File: config.mk
export PLATFORM = sky130hd
export DESIGN_NAME = instr_fetch_unit_flat
export DESIGN_NICKNAME = d
export VERILOG_FILES = /design/src/rtl/instr_fetch_unit_if.sv /design/src/rtl/instr_fetch_unit.sv /design/src/flat_wrapper.sv
export SDC_FILE = /design/constraint.sdc
export NUM_CORES = 1
export LEC_CHECK = 0
export CORE_MARGIN = 3
export CORE_UTILIZATION = 53
export CTS_BUF_LIST = sky130_fd_sc_hd__clkbuf_8
export DETAILED_ROUTE_END_ITERATION = 16
export PLACE_DENSITY = 0.83
export SYNTH_ARGS = -nofsm -noshare
export SYNTH_HDL_FRONTEND = slang
export SYNTH_SLANG_ARGS = --single-unit
File: constraint.sdc
create_clock -name clk -period 4 [get_ports clk]
set_input_delay 0.4 -clock clk [delete_from_list [all_inputs] [get_ports clk]]
set_output_delay 0.4 -clock clk [all_outputs]
set_load 0.01 [all_outputs]
File: src/rtl/instr_fetch_unit_if.sv
// instr_fetch_unit_if: bus bundle between the fetch unit, instruction memory and the IF/ID stage
// Signals: imem_req_valid/ready/addr (request), imem_rsp_valid/data (in-order response),
//          redirect_valid/pc (flow change pulse), if_id_stall (back-pressure),
//          if_valid/pc/pc_p4/instr (IF-side inputs of the IF/ID register).
// Modports: master = fetch unit, slave = memory and pipeline side.
interface instr_fetch_unit_if;
   logic        imem_req_valid;
   logic        imem_req_ready;
   logic [31:0] imem_req_addr;
   logic        imem_rsp_valid;
   logic [31:0] imem_rsp_data;
   logic        redirect_valid;
   logic [31:0] redirect_pc;
   logic        if_id_stall;
   logic        if_valid;
   logic [31:0] if_pc;
   logic [31:0] if_pc_p4;
   logic [31:0] if_instr;
   modport master (
      output imem_req_valid, imem_req_addr, if_valid, if_pc, if_pc_p4, if_instr,
      input  imem_req_ready, imem_rsp_valid, imem_rsp_data, redirect_valid, redirect_pc, if_id_stall
   );
   modport slave (
      input  imem_req_valid, imem_req_addr, if_valid, if_pc, if_pc_p4, if_instr,
      output imem_req_ready, imem_rsp_valid, imem_rsp_data, redirect_valid, redirect_pc, if_id_stall
   );
endinterface

File: src/rtl/instr_fetch_unit.sv
// instr_fetch_unit: fetch front-end owning the PC, issuing in-order imem requests and queueing responses
// Ports: clk; rstn (synchronous, active-low); bus (instr_fetch_unit_if.master) carrying the imem
//        request/response handshake, redirect pulse, IF/ID stall and the if_* outputs.
// Optional feature: define IFU_RSP_BYPASS_EN to forward a response straight to if_* when the queue
//        is empty (zero-cycle response->IF latency); otherwise responses always pass through the queue.
module instr_fetch_unit #(
   parameter logic [31:0] RESET_PC  = 32'h0000_0000,
   parameter int          FQ_DEPTH  = 2,
   parameter logic [31:0] NOP_INSTR = 32'h0000_0013
) (
   input logic                clk,
   input logic                rstn,
   instr_fetch_unit_if.master bus
);
   localparam int CW = $clog2(FQ_DEPTH + 1);
   localparam int AW = $clog2(FQ_DEPTH);
   localparam logic [CW:0] DEPTH_W = (CW + 1)'(FQ_DEPTH);
   logic [31:0]   fetch_pc_q, fetch_pc_d, rsp_pc_q, rsp_pc_d;
   logic [CW-1:0] inflight_q, inflight_d, cnt_q, cnt_d, drop_q, drop_d;
   logic [AW-1:0] rd_q, rd_d, wr_q, wr_d;
   logic [31:0]   pc_mem_q [FQ_DEPTH];
   logic [31:0]   pc_mem_d [FQ_DEPTH];
   logic [31:0]   ins_mem_q [FQ_DEPTH];
   logic [31:0]   ins_mem_d [FQ_DEPTH];
   logic [CW:0]   credit;
   logic [31:0]   redir_pc, pc_o;
   logic          req_valid, accept, rsp, keep, byp, head_v, if_v, pop, qpop, push;
   // Requests plus queued entries never exceed the queue size, so every response has a slot.
   assign credit    = {1'b0, inflight_q} + {1'b0, cnt_q};
   assign redir_pc  = bus.redirect_pc & 32'hFFFF_FFFC;
   assign req_valid = rstn && !bus.redirect_valid && credit < DEPTH_W;
   assign accept    = req_valid && bus.imem_req_ready;
   assign rsp       = rstn && bus.imem_rsp_valid;
   // A response is kept only if it is not owed to an earlier redirect and no redirect is happening now.
   assign keep      = rsp && drop_q == '0 && !bus.redirect_valid;
`ifdef IFU_RSP_BYPASS_EN
   assign byp       = keep && cnt_q == '0;
`else
   assign byp       = 1'b0;
`endif
   assign head_v    = rstn && cnt_q != '0;
   assign if_v      = head_v || byp;
   assign pop       = if_v && !bus.if_id_stall && !bus.redirect_valid;
   assign qpop      = pop && head_v;
   // A bypassed response that IF/ID takes this cycle never enters the queue.
   assign push      = keep && !(byp && pop);
   assign pc_o      = byp ? rsp_pc_q : head_v ? pc_mem_q[rd_q] : 32'h0;
   assign bus.imem_req_valid = req_valid;
   assign bus.imem_req_addr  = fetch_pc_q;
   assign bus.if_valid       = if_v;
   assign bus.if_pc          = pc_o;
   assign bus.if_pc_p4       = if_v ? pc_o + 32'd4 : 32'h0;
   assign bus.if_instr       = byp ? bus.imem_rsp_data : head_v ? ins_mem_q[rd_q] : NOP_INSTR;
   always_comb begin
      pc_mem_d   = pc_mem_q;
      ins_mem_d  = ins_mem_q;
      inflight_d = inflight_q + CW'(accept) - CW'(rsp);
      cnt_d      = cnt_q + CW'(push) - CW'(qpop);
      wr_d       = wr_q + AW'(push);
      rd_d       = rd_q + AW'(qpop);
      drop_d     = drop_q - CW'(rsp && drop_q != '0);
      fetch_pc_d = accept ? fetch_pc_q + 32'd4 : fetch_pc_q;
      rsp_pc_d   = keep ? rsp_pc_q + 32'd4 : rsp_pc_q;
      if (push) begin
         pc_mem_d[wr_q]  = rsp_pc_q;
         ins_mem_d[wr_q] = bus.imem_rsp_data;
      end
      // Everything still outstanding after this cycle's response belongs to the old flow.
      if (bus.redirect_valid) begin
         fetch_pc_d = redir_pc;
         rsp_pc_d   = redir_pc;
         cnt_d      = '0;
         rd_d       = '0;
         wr_d       = '0;
         drop_d     = inflight_d;
      end
      if (!rstn) begin
         fetch_pc_d = RESET_PC;
         rsp_pc_d   = RESET_PC;
         inflight_d = '0;
         cnt_d      = '0;
         drop_d     = '0;
         rd_d       = '0;
         wr_d       = '0;
      end
   end
   always_ff @(posedge clk) begin
      fetch_pc_q <= fetch_pc_d;
      rsp_pc_q   <= rsp_pc_d;
      inflight_q <= inflight_d;
      cnt_q      <= cnt_d;
      drop_q     <= drop_d;
      rd_q       <= rd_d;
      wr_q       <= wr_d;
      pc_mem_q   <= pc_mem_d;
      ins_mem_q  <= ins_mem_d;
   end
endmodule

File: src/flat_wrapper.sv
// flat-port wrapper written by rule: the top's interface ports become plain ports
module instr_fetch_unit_flat 
#(
   parameter logic [31:0] RESET_PC  = 32'h0000_0000,
   parameter int          FQ_DEPTH  = 2,
   parameter logic [31:0] NOP_INSTR = 32'h0000_0013
)
  (clk, rstn, bus_imem_req_valid, bus_imem_req_addr, bus_if_valid, bus_if_pc, bus_if_pc_p4, bus_if_instr, bus_imem_req_ready, bus_imem_rsp_valid, bus_imem_rsp_data, bus_redirect_valid, bus_redirect_pc, bus_if_id_stall);
  instr_fetch_unit_if bus_i ();
  input logic clk;
  input logic rstn;
  output wire logic [$bits(bus_i.imem_req_valid)-1:0] bus_imem_req_valid;
  output wire logic [$bits(bus_i.imem_req_addr)-1:0] bus_imem_req_addr;
  output wire logic [$bits(bus_i.if_valid)-1:0] bus_if_valid;
  output wire logic [$bits(bus_i.if_pc)-1:0] bus_if_pc;
  output wire logic [$bits(bus_i.if_pc_p4)-1:0] bus_if_pc_p4;
  output wire logic [$bits(bus_i.if_instr)-1:0] bus_if_instr;
  input wire logic [$bits(bus_i.imem_req_ready)-1:0] bus_imem_req_ready;
  input wire logic [$bits(bus_i.imem_rsp_valid)-1:0] bus_imem_rsp_valid;
  input wire logic [$bits(bus_i.imem_rsp_data)-1:0] bus_imem_rsp_data;
  input wire logic [$bits(bus_i.redirect_valid)-1:0] bus_redirect_valid;
  input wire logic [$bits(bus_i.redirect_pc)-1:0] bus_redirect_pc;
  input wire logic [$bits(bus_i.if_id_stall)-1:0] bus_if_id_stall;
  assign bus_imem_req_valid = bus_i.imem_req_valid;
  assign bus_imem_req_addr = bus_i.imem_req_addr;
  assign bus_if_valid = bus_i.if_valid;
  assign bus_if_pc = bus_i.if_pc;
  assign bus_if_pc_p4 = bus_i.if_pc_p4;
  assign bus_if_instr = bus_i.if_instr;
  assign bus_i.imem_req_ready = bus_imem_req_ready;
  assign bus_i.imem_rsp_valid = bus_imem_rsp_valid;
  assign bus_i.imem_rsp_data = bus_imem_rsp_data;
  assign bus_i.redirect_valid = bus_redirect_valid;
  assign bus_i.redirect_pc = bus_redirect_pc;
  assign bus_i.if_id_stall = bus_if_id_stall;
  instr_fetch_unit #(.RESET_PC(RESET_PC), .FQ_DEPTH(FQ_DEPTH), .NOP_INSTR(NOP_INSTR)) u_core (.clk(clk), .rstn(rstn), .bus(bus_i));
endmodule
==> results of run 1 <==
==> what timing repair did <==
| action | 4_1_cts | 5_1_grt |
|---|---|---|
| cloned | 0 | 0 |
| pin swaps | 0 | 1 |
| gates resized for setup | 0 | 2 |
| endpoints found under the setup margin | 6 | 6 |
| buffers inserted | 1 | 8 |
==> worst max path at each step <==
stage,slack (ns),endpoint
final,0.21,bus_if_pc_p4[28]
after global routing,-0.008,bus_if_pc_p4[26]
after global placement,0.29,bus_if_pc_p4[26]
after detailed placement,0.22,bus_if_pc_p4[26]
after floorplan,0.23,bus_if_pc_p4[28]
after CTS,0.07,bus_if_pc_p4[28]
==> critical path: cells and delay by family, from the launching register on <==
| family | cells | cell delay [ns] |
|---|---|---|
| buffers and inverters | 2 | 0.74 |
| AND/OR/NAND/NOR | 4 | 0.92 |
| AO/OA/AOI/OAI | 3 | 0.51 |
| adder cells (fa/ha/maj) | 1 | 0.24 |
| flip-flops | 1 | 0.50 |
==> layout make-up <==
cell class              instances  area share (%)
clock buffers                  17           1.932
clock inverters                15           1.178
repair buffers                225           17.99
well taps                     225           2.325
multi-input cells             633           33.94
inverters                      20          0.6199
flip-flops and latches        192           42.02
==> power breakdown <==
part / total [mW] / switching (mW) / internal, mW
clock: 1.21 / 0.749 / 0.461
combinational: 0.369 / 0.182 / 0.187
sequential: 2.25 / 0.0707 / 2.18
==> layer usage <==
metal	part of all wire, %	GRT usage [%]	up-vias
li1	-	-	3703
met1	45	33.05	3614
met2	46	36.34	336
met3	7.5	4.609	19
met4	0.90	5.762	0
met5	0	0	-
==> cells in the mapped netlist, types with 12 or more instances <==
master	number	share of area, %
sky130_fd_sc_hd__o21ai_0	40	2.1
sky130_fd_sc_hd__nand4_1	30	2.0
sky130_fd_sc_hd__nor2_1	99	3.9
sky130_fd_sc_hd__mux2i_1	61	6.4
sky130_fd_sc_hd__buf_2	12	0.63
sky130_fd_sc_hd__nand3_1	25	1.3
sky130_fd_sc_hd__inv_1	18	0.71
sky130_fd_sc_hd__xnor2_1	32	2.9
sky130_fd_sc_hd__nand2_1	80	3.2
sky130_fd_sc_hd__dfxtp_1	68	14
sky130_fd_sc_hd__nor4_1	13	0.86
sky130_fd_sc_hd__edfxtp_1	124	39
sky130_fd_sc_hd__a31oi_1	21	1.4
sky130_fd_sc_hd__a21oi_1	47	2.5
sky130_fd_sc_hd__nor3_1	25	1.3
sky130_fd_sc_hd__mux2_2	14	1.7
sky130_fd_sc_hd__clkbuf_1	28	1.1
==> per-stage QoR <==
| stage | hold slack [ns] | instances | cell area [sq um] |
|---|---|---|---|
| after floorplan | 0.4465 | 903 | 9525 |
| after global placement | 0.4577 | 1286 | 11650 |
| after detailed placement | 0.4830 | 1286 | 11650 |
| after CTS | 0.4730 | 1319 | 12040 |
| after global routing | 0.4742 | 1327 | 12110 |
| final | 0.4995 | 1327 | 12110 |
==> state kept, by name (all words and copies together), names as in the netlist <==
signal,cells
u_core.rsp_pc_q,30
u_core.cnt_q,2
u_core.ins_mem_q,64
u_core.inflight_q,2
u_core.wr_q,1
u_core.pc_mem_q,60
u_core.bus.imem_req_addr,30
u_core.drop_q,2
u_core.rd_q,1
==> logic make-up (layout without fill, tap and decap cells) <==
group / count (synthesis) / after routing / synth area share, %
buf+inv: 78 / 277 / 3.672
flops: 192 / 192 / 53.49
other cells: 1 / 6 / 0.03945
simple gates: 342 / 342 / 18.81
fa+ha+maj: 11 / 11 / 1.527
mux: 77 / 77 / 8.344
xor+xnor: 40 / 40 / 3.685
compound gates: 157 / 157 / 10.44
==> summary.md, run 1 <==
| Metric | Value |
|---|---|
| Critical hold path startpoint | `bus_imem_rsp_data[27]` |
| Count of antenna diodes in the layout | `0` |
| Final Power | `between 3 and 4 mW` |
| Worst endpoint data arrival time | `about 3.4 ns` |
| Worst supply voltage drop on vdd | `between 200 and 250 uV` |
| Slowest library cell on the worst path | `sky130_fd_sc_hd__clkdlybuf4s50_1` |
| Ratio of cells with drive above 1 in the final layout | `9.256%` |
| Average cell area after synthesis | `roughly 11 sq um` |
| Global placer's final weighted congestion | `~0.84` |
| First-pass GRT wire length | `between 30000 and 40000 um` |
| Slew HR | `between 50% and 60%` |
| Starting DRC count in detailed routing | `570` |
| Critical path launch point | `u_core.cnt_q[1]$_SDFF_PP0_` |
| Leading cell type in the layout, fill and taps excluded | `sky130_fd_sc_hd__clkdlybuf4s50_1` |
| Launch instance of the worst register-to-register path | `u_core.cnt_q[0]$_SDFF_PP0_` |
| All-Layer GR Usage | `around 23%` |
| Share of the yosys chip area belonging to registers | `between 50% and 60%` |
| Type of element capturing the critical path | `output port` |
| CTS buffer count | `17` |
| Final critical-path required period | `between 3 and 4 ns` |
| Commonest cells after routing, fill and taps aside | `sky130_fd_sc_hd__clkdlybuf4s50_1, sky130_fd_sc_hd__edfxtp_1, sky130_fd_sc_hd__nor2_1` |
| Clock sink total | `~190` |
| Clock tree from TritonCTS | `done` |
| Core Rows | `between 40 and 50` |
| Count of final hold-check violations | `0` |
| Maximum count of clock buffers along a single path | `2` |
| Largest net degree at the start of global routing | `65` |
| Area Growth Syn to Fin | `27.39%` |
| Buffers added on ports | `about 190` |
| Post-synthesis cell area | `9507 sq um` |
| H-Tree Depth | `4` |
| Number of register bits inferred by synthesis | `between 150 and 200` |
| Core area | `about 17000 sq um` |
| Longest individual stage delay on the worst path | `approximately 0.56 ns` |
| Synth warn | `0` |
| Max-cap violations | `0` |
| Actual transition at the worst max-transition pin | `about 0.67 ns` |
| Area of the multi-input gates | `between 4000 and 5000 sq um` |
| Number of global-route vias before repair | `between 7000 and 8000` |
| Initial core utilization | `54.58%` |
| Area occupied by registers | `5089 sq um` |
| Worst-path clk slew | `between 0.1 and 0.15 ns` |
| Hold buffer count at cts | `0` |
| Endpoint of the worst hold-timing path | `u_core.ins_mem_q[27]$_DFFE_PP_` |
| Vias after detailed routing | `roughly 7700` |
| Hold Crit Class | `input port to register` |
| Half-perimeter wire length of the detailed placement result | `about 16000 um` |
| Final standard cell utilization of the core | `between 60% and 70%` |
| Number of routed nets with antenna violations | `0` |
| Min setup slack post-route | `approximately 0.21 ns` |
| Post-synth ARST share | `0%` |
| Cells traversed along the worst timing path | `o21ai_4 -> nor2_1 -> ha_1 -> nand4_1 -> a22oi_2 -> buf_4 -> nand4_4 -> or4_1 -> o21ai_1 -> clkdlybuf4s50_1` |
| Critical path fanouts, max | `4` |
| Worst slack at placement | `between 0.2 and 0.25 ns` |
| Post-synth cell types | `72` |
| FF-to-FF path depth | `11` |
| Static power due to leakage | `between 3 and 4 nW` |
| Total power per unit cell area | `between 300 and 400 nW/um^2` |
| Synthesized netlist cell count | `about 900` |
| Setup CP Type | `register to output port` |
| Final count of pins violating max slew | `0` |
| Boundary Pins | `200` |
| Startpoint kind of the worst setup timing path | `register` |
| Grt ovf | `0` |
| Die boundary height | `139.9 um` |
| Crit path required time | `3.60 ns` |
| Final setup viols | `0` |
| Number of enable-type register cells in the synthesized netlist | `roughly 120` |
| Clk Latency, worst-skew pair | `about 0.48 ns` |
| Total negative slack for setup checks | `0 ns` |
| Wire length after detailed routing | `around 23000 um` |
| Horizontal die dimension | `roughly 140 um` |
| Max Fclk | `between 0.2 and 0.3 GHz` |
| Hold depth | `1` |
| Most used flip-flop cell after synthesis | `sky130_fd_sc_hd__edfxtp_1` |
| Result of the run | `finished, final reports clean` |
| Worst clock skew | `0.02296 ns` |
| Via density per instance | `around 5.8` |
| R2r setup slk | `~1 ns` |
| Final-layout fill cell count | `about 1300` |
| Total die area | `approximately 20000 sq um` |
| Pre-Repair DR Iteration Count | `4` |
| Wirelength per Cell | `17.53 um` |
| Root buf cell | `sky130_fd_sc_hd__clkbuf_8` |
| Total DRC errors in the routed layout | `0` |
| Number of antenna violations at the first check in global routing | `0` |
| Net count reported at finish | `1170` |
| R2r endpoint | `u_core.bus.imem_req_addr[30]$_SDFFE_PN0P_` |
| Final worst path period share | `94.76%` |
No activity file was read; power rests on OpenSTA's default activity.
==> run 2: changes to the inputs <==
--- a/config.mk
+++ b/config.mk
@@ -5,9 +5,10 @@
 export SDC_FILE = /design/constraint.sdc
 export NUM_CORES = 1
 export LEC_CHECK = 0
-export CORE_MARGIN = 3
+export CORE_MARGIN = 10
 export CORE_UTILIZATION = 53
 export CTS_BUF_LIST = sky130_fd_sc_hd__clkbuf_8
+export CTS_CLUSTER_SIZE = 40
 export DETAILED_ROUTE_END_ITERATION = 16
 export PLACE_DENSITY = 0.83
 export SYNTH_ARGS = -nofsm -noshare
==> run 2 against run 1 <==
Effect of this change:
- sequential cell count did not move
- clock power rose by 7%
- worst hold slack got worse by 0.013 ns
- setup slack got worse by 0.024 ns
- sequential share of layout area fell by 0.065 points
- global-route usage fell by 2.9 points
- die area rose by 21%
- wire length rose by 5.2%
- clock-buffer cell count did not move
==> summary.md, run 2 (synthesized netlist as in run 1, its figures left out) <==
| Metric | Value |
|---|---|
| Clock tree from TritonCTS | `done` |
| Ratio of cells with drive above 1 in the final layout | `between 8 and 9%` |
| Max-cap violations | `0` |
| Slowest library cell on the worst path | `sky130_fd_sc_hd__clkdlybuf4s50_1` |
| Max Fclk | `~0.26 GHz` |
| Final standard cell utilization of the core | `a little over two thirds` |
| Result of the run | `finished, final reports clean` |
| Worst endpoint data arrival time | `3.41 ns` |
| Clock sink total | `192` |
| Commonest cells after routing, fill and taps aside | `sky130_fd_sc_hd__clkdlybuf4s50_1, sky130_fd_sc_hd__edfxtp_1, sky130_fd_sc_hd__nor2_1` |
| Half-perimeter wire length of the detailed placement result | `between 15000 and 20000 um` |
| Total negative slack for setup checks | `0 ns` |
| Count of antenna diodes in the layout | `0` |
| Actual transition at the worst max-transition pin | `0.6771 ns` |
| Worst clock skew | `~0.015 ns` |
| Wire length after detailed routing | `roughly 24000 um` |
| First-pass GRT wire length | `39320 um` |
| Critical path fanouts, max | `8` |
| Area of the multi-input gates | `~4100 sq um` |
| Via density per instance | `5.807` |
| Hold buffer count at cts | `0` |
| Total DRC errors in the routed layout | `0` |
| All-Layer GR Usage | `around a fifth` |
| Horizontal die dimension | `153.9 um` |
| Initial core utilization | `roughly 55%` |
| Final-layout fill cell count | `between 1000 and 1500` |
| Boundary Pins | `200` |
| Crit path required time | `roughly 3.6 ns` |
| Area Growth Syn to Fin | `27.59%` |
| Vias after detailed routing | `7665` |
| Buffers added on ports | `~190` |
| Global placer's final weighted congestion | `0.8615` |
| Core area | `between 15000 and 20000 sq um` |
| Net count reported at finish | `roughly 1200` |
| Number of routed nets with antenna violations | `0` |
| Worst-path clk slew | `~0.11 ns` |
| Longest individual stage delay on the worst path | `roughly 0.60 ns` |
| RSZ-0062 raised after global routing | `no` |
| Total power per unit cell area | `roughly 320 nW/um^2` |
| Final setup viols | `0` |
| Final Power | `between 3 and 4 mW` |
| Final worst path period share | `between 90 and 100%` |
| Leading cell type in the layout, fill and taps excluded | `sky130_fd_sc_hd__clkdlybuf4s50_1` |
| Total die area | `around 24000 sq um` |
| Registers with the highest flip-flop counts | `u_core.ins_mem_q: 64 flops, u_core.pc_mem_q: 60 flops` |
| Grt ovf | `0` |
| Count of final hold-check violations | `0` |
| Max reg flops | `between 60 and 70` |
| Root buf cell | `sky130_fd_sc_hd__clkbuf_8` |
| Setup CP Type | `register to output port` |
| Static power due to leakage | `between 3 and 4 nW` |
| CTS buffer count | `17` |
| Final critical-path required period | `between 3 and 4 ns` |
| Core Rows | `48` |
| Die boundary height | `between 150 and 200 um` |
| Clk Latency, worst-skew pair | `around 0.5 ns` |
| Final count of pins violating max slew | `0` |
| Area occupied by registers | `a little over 5000 sq um` |
| Slew HR | `a little over half` |
| Type of element capturing the critical path | `output port` |
| H-Tree Depth | `4` |
| Worst supply voltage drop on vdd | `236.4 uV` |
| Hold Crit Class | `input port to register` |
| Cells traversed along the worst timing path | `o21ai_4 -> nor2_1 -> ha_1 -> nand4_1 -> a22oi_2 -> nand4_4 -> buf_4 -> o31a_1 -> nor3_1 -> clkdlybuf4s50_1` |
| Top register by number of flip-flops | `u_core.ins_mem_q` |
| Pre-Repair DR Iteration Count | `5` |
| Maximum count of clock buffers along a single path | `2` |
| Largest net degree at the start of global routing | `between 60 and 70` |
| Wirelength per Cell | `approximately 19 um` |
| Number of antenna violations at the first check in global routing | `0` |
| Starting DRC count in detailed routing | `about 550` |
| Startpoint kind of the worst setup timing path | `register` |
| Number of global-route vias before repair | `between 7000 and 8000` |
run 2: final cells by class:
| cell class | instances | share of cell area (%) |
|---|---|---|
| clock buffers | 17 | 1.929 |
| flip-flops and latches | 192 | 41.95 |
| clock inverters | 15 | 1.496 |
| inverters | 20 | 0.6189 |
| well taps | 225 | 2.321 |
| multi-input cells | 633 | 33.88 |
| repair buffers | 218 | 17.80 |
run 2: final timing paths:
kind	startpoint	end	slack (ns)	cells after the start
setup / recovery	u_core.cnt_q[1]$_SDFF_PP0_	bus_if_pc_p4[22]	0.19	10
hold / removal	bus_imem_rsp_data[31]	u_core.ins_mem_q[63]$_DFFE_PP_	0.49	1
setup reg to reg	u_core.cnt_q[0]$_SDFF_PP0_	u_core.bus.imem_req_addr[30]$_SDFFE_PN0P_	1.14	11
hold reg to reg	u_core.rsp_pc_q[31]$_SDFFE_PN0P_	u_core.pc_mem_q[63]$_DFFE_PP_	0.50	0
run 2: per-stage QoR:
step,hold WS [ns],std cells,instance area (sq um),worst slack (ns)
floorplan,0.4465,903,9525,0.2299
global placement,0.4581,1284,11670,0.2989
detailed placement,0.4752,1284,11670,0.2589
CTS,0.4553,1317,12100,0.1211
global route,0.4511,1320,12130,0.03205
finish,0.4870,1320,12130,0.1854
run 2: critical path, delay by kind of cell, from the launching register on:
family	cells	cell delay (ns)
and+or+nand+nor	4	0.70
buffers and inverters	2	0.79
adders and majority gates	1	0.24
AOI/OAI and AO/OA	3	0.72
DFF	1	0.48
run 2: per-layer routing:
layer / track usage [%] / wire [um] / vias to the layer above
met5: 0 / 0 / -
met4: 4.453 / 271 / 0
met3: 6.611 / 2421 / 19
met2: 29.94 / 10910 / 361
met1: 28.03 / 10860 / 3601
li1: - / - / 3684
run 2: power by group:
part	total [mW]	switching (mW)	internal (mW)
Sequential	2.25	0.0706	2.18
Combinational	0.371	0.184	0.187
Clock	1.29	0.760	0.532
Total	3.91	1.01	2.90
run 2: timing repair:
| action | in CTS | in global routing |
|---|---|---|
| pin swaps | 0 | 1 |
| endpoints found under the setup margin | 3 | 4 |
| buffers inserted | 1 | 3 |
| resized for setup | 0 | 1 |
| endpoints found under the hold margin | 0 | 0 |
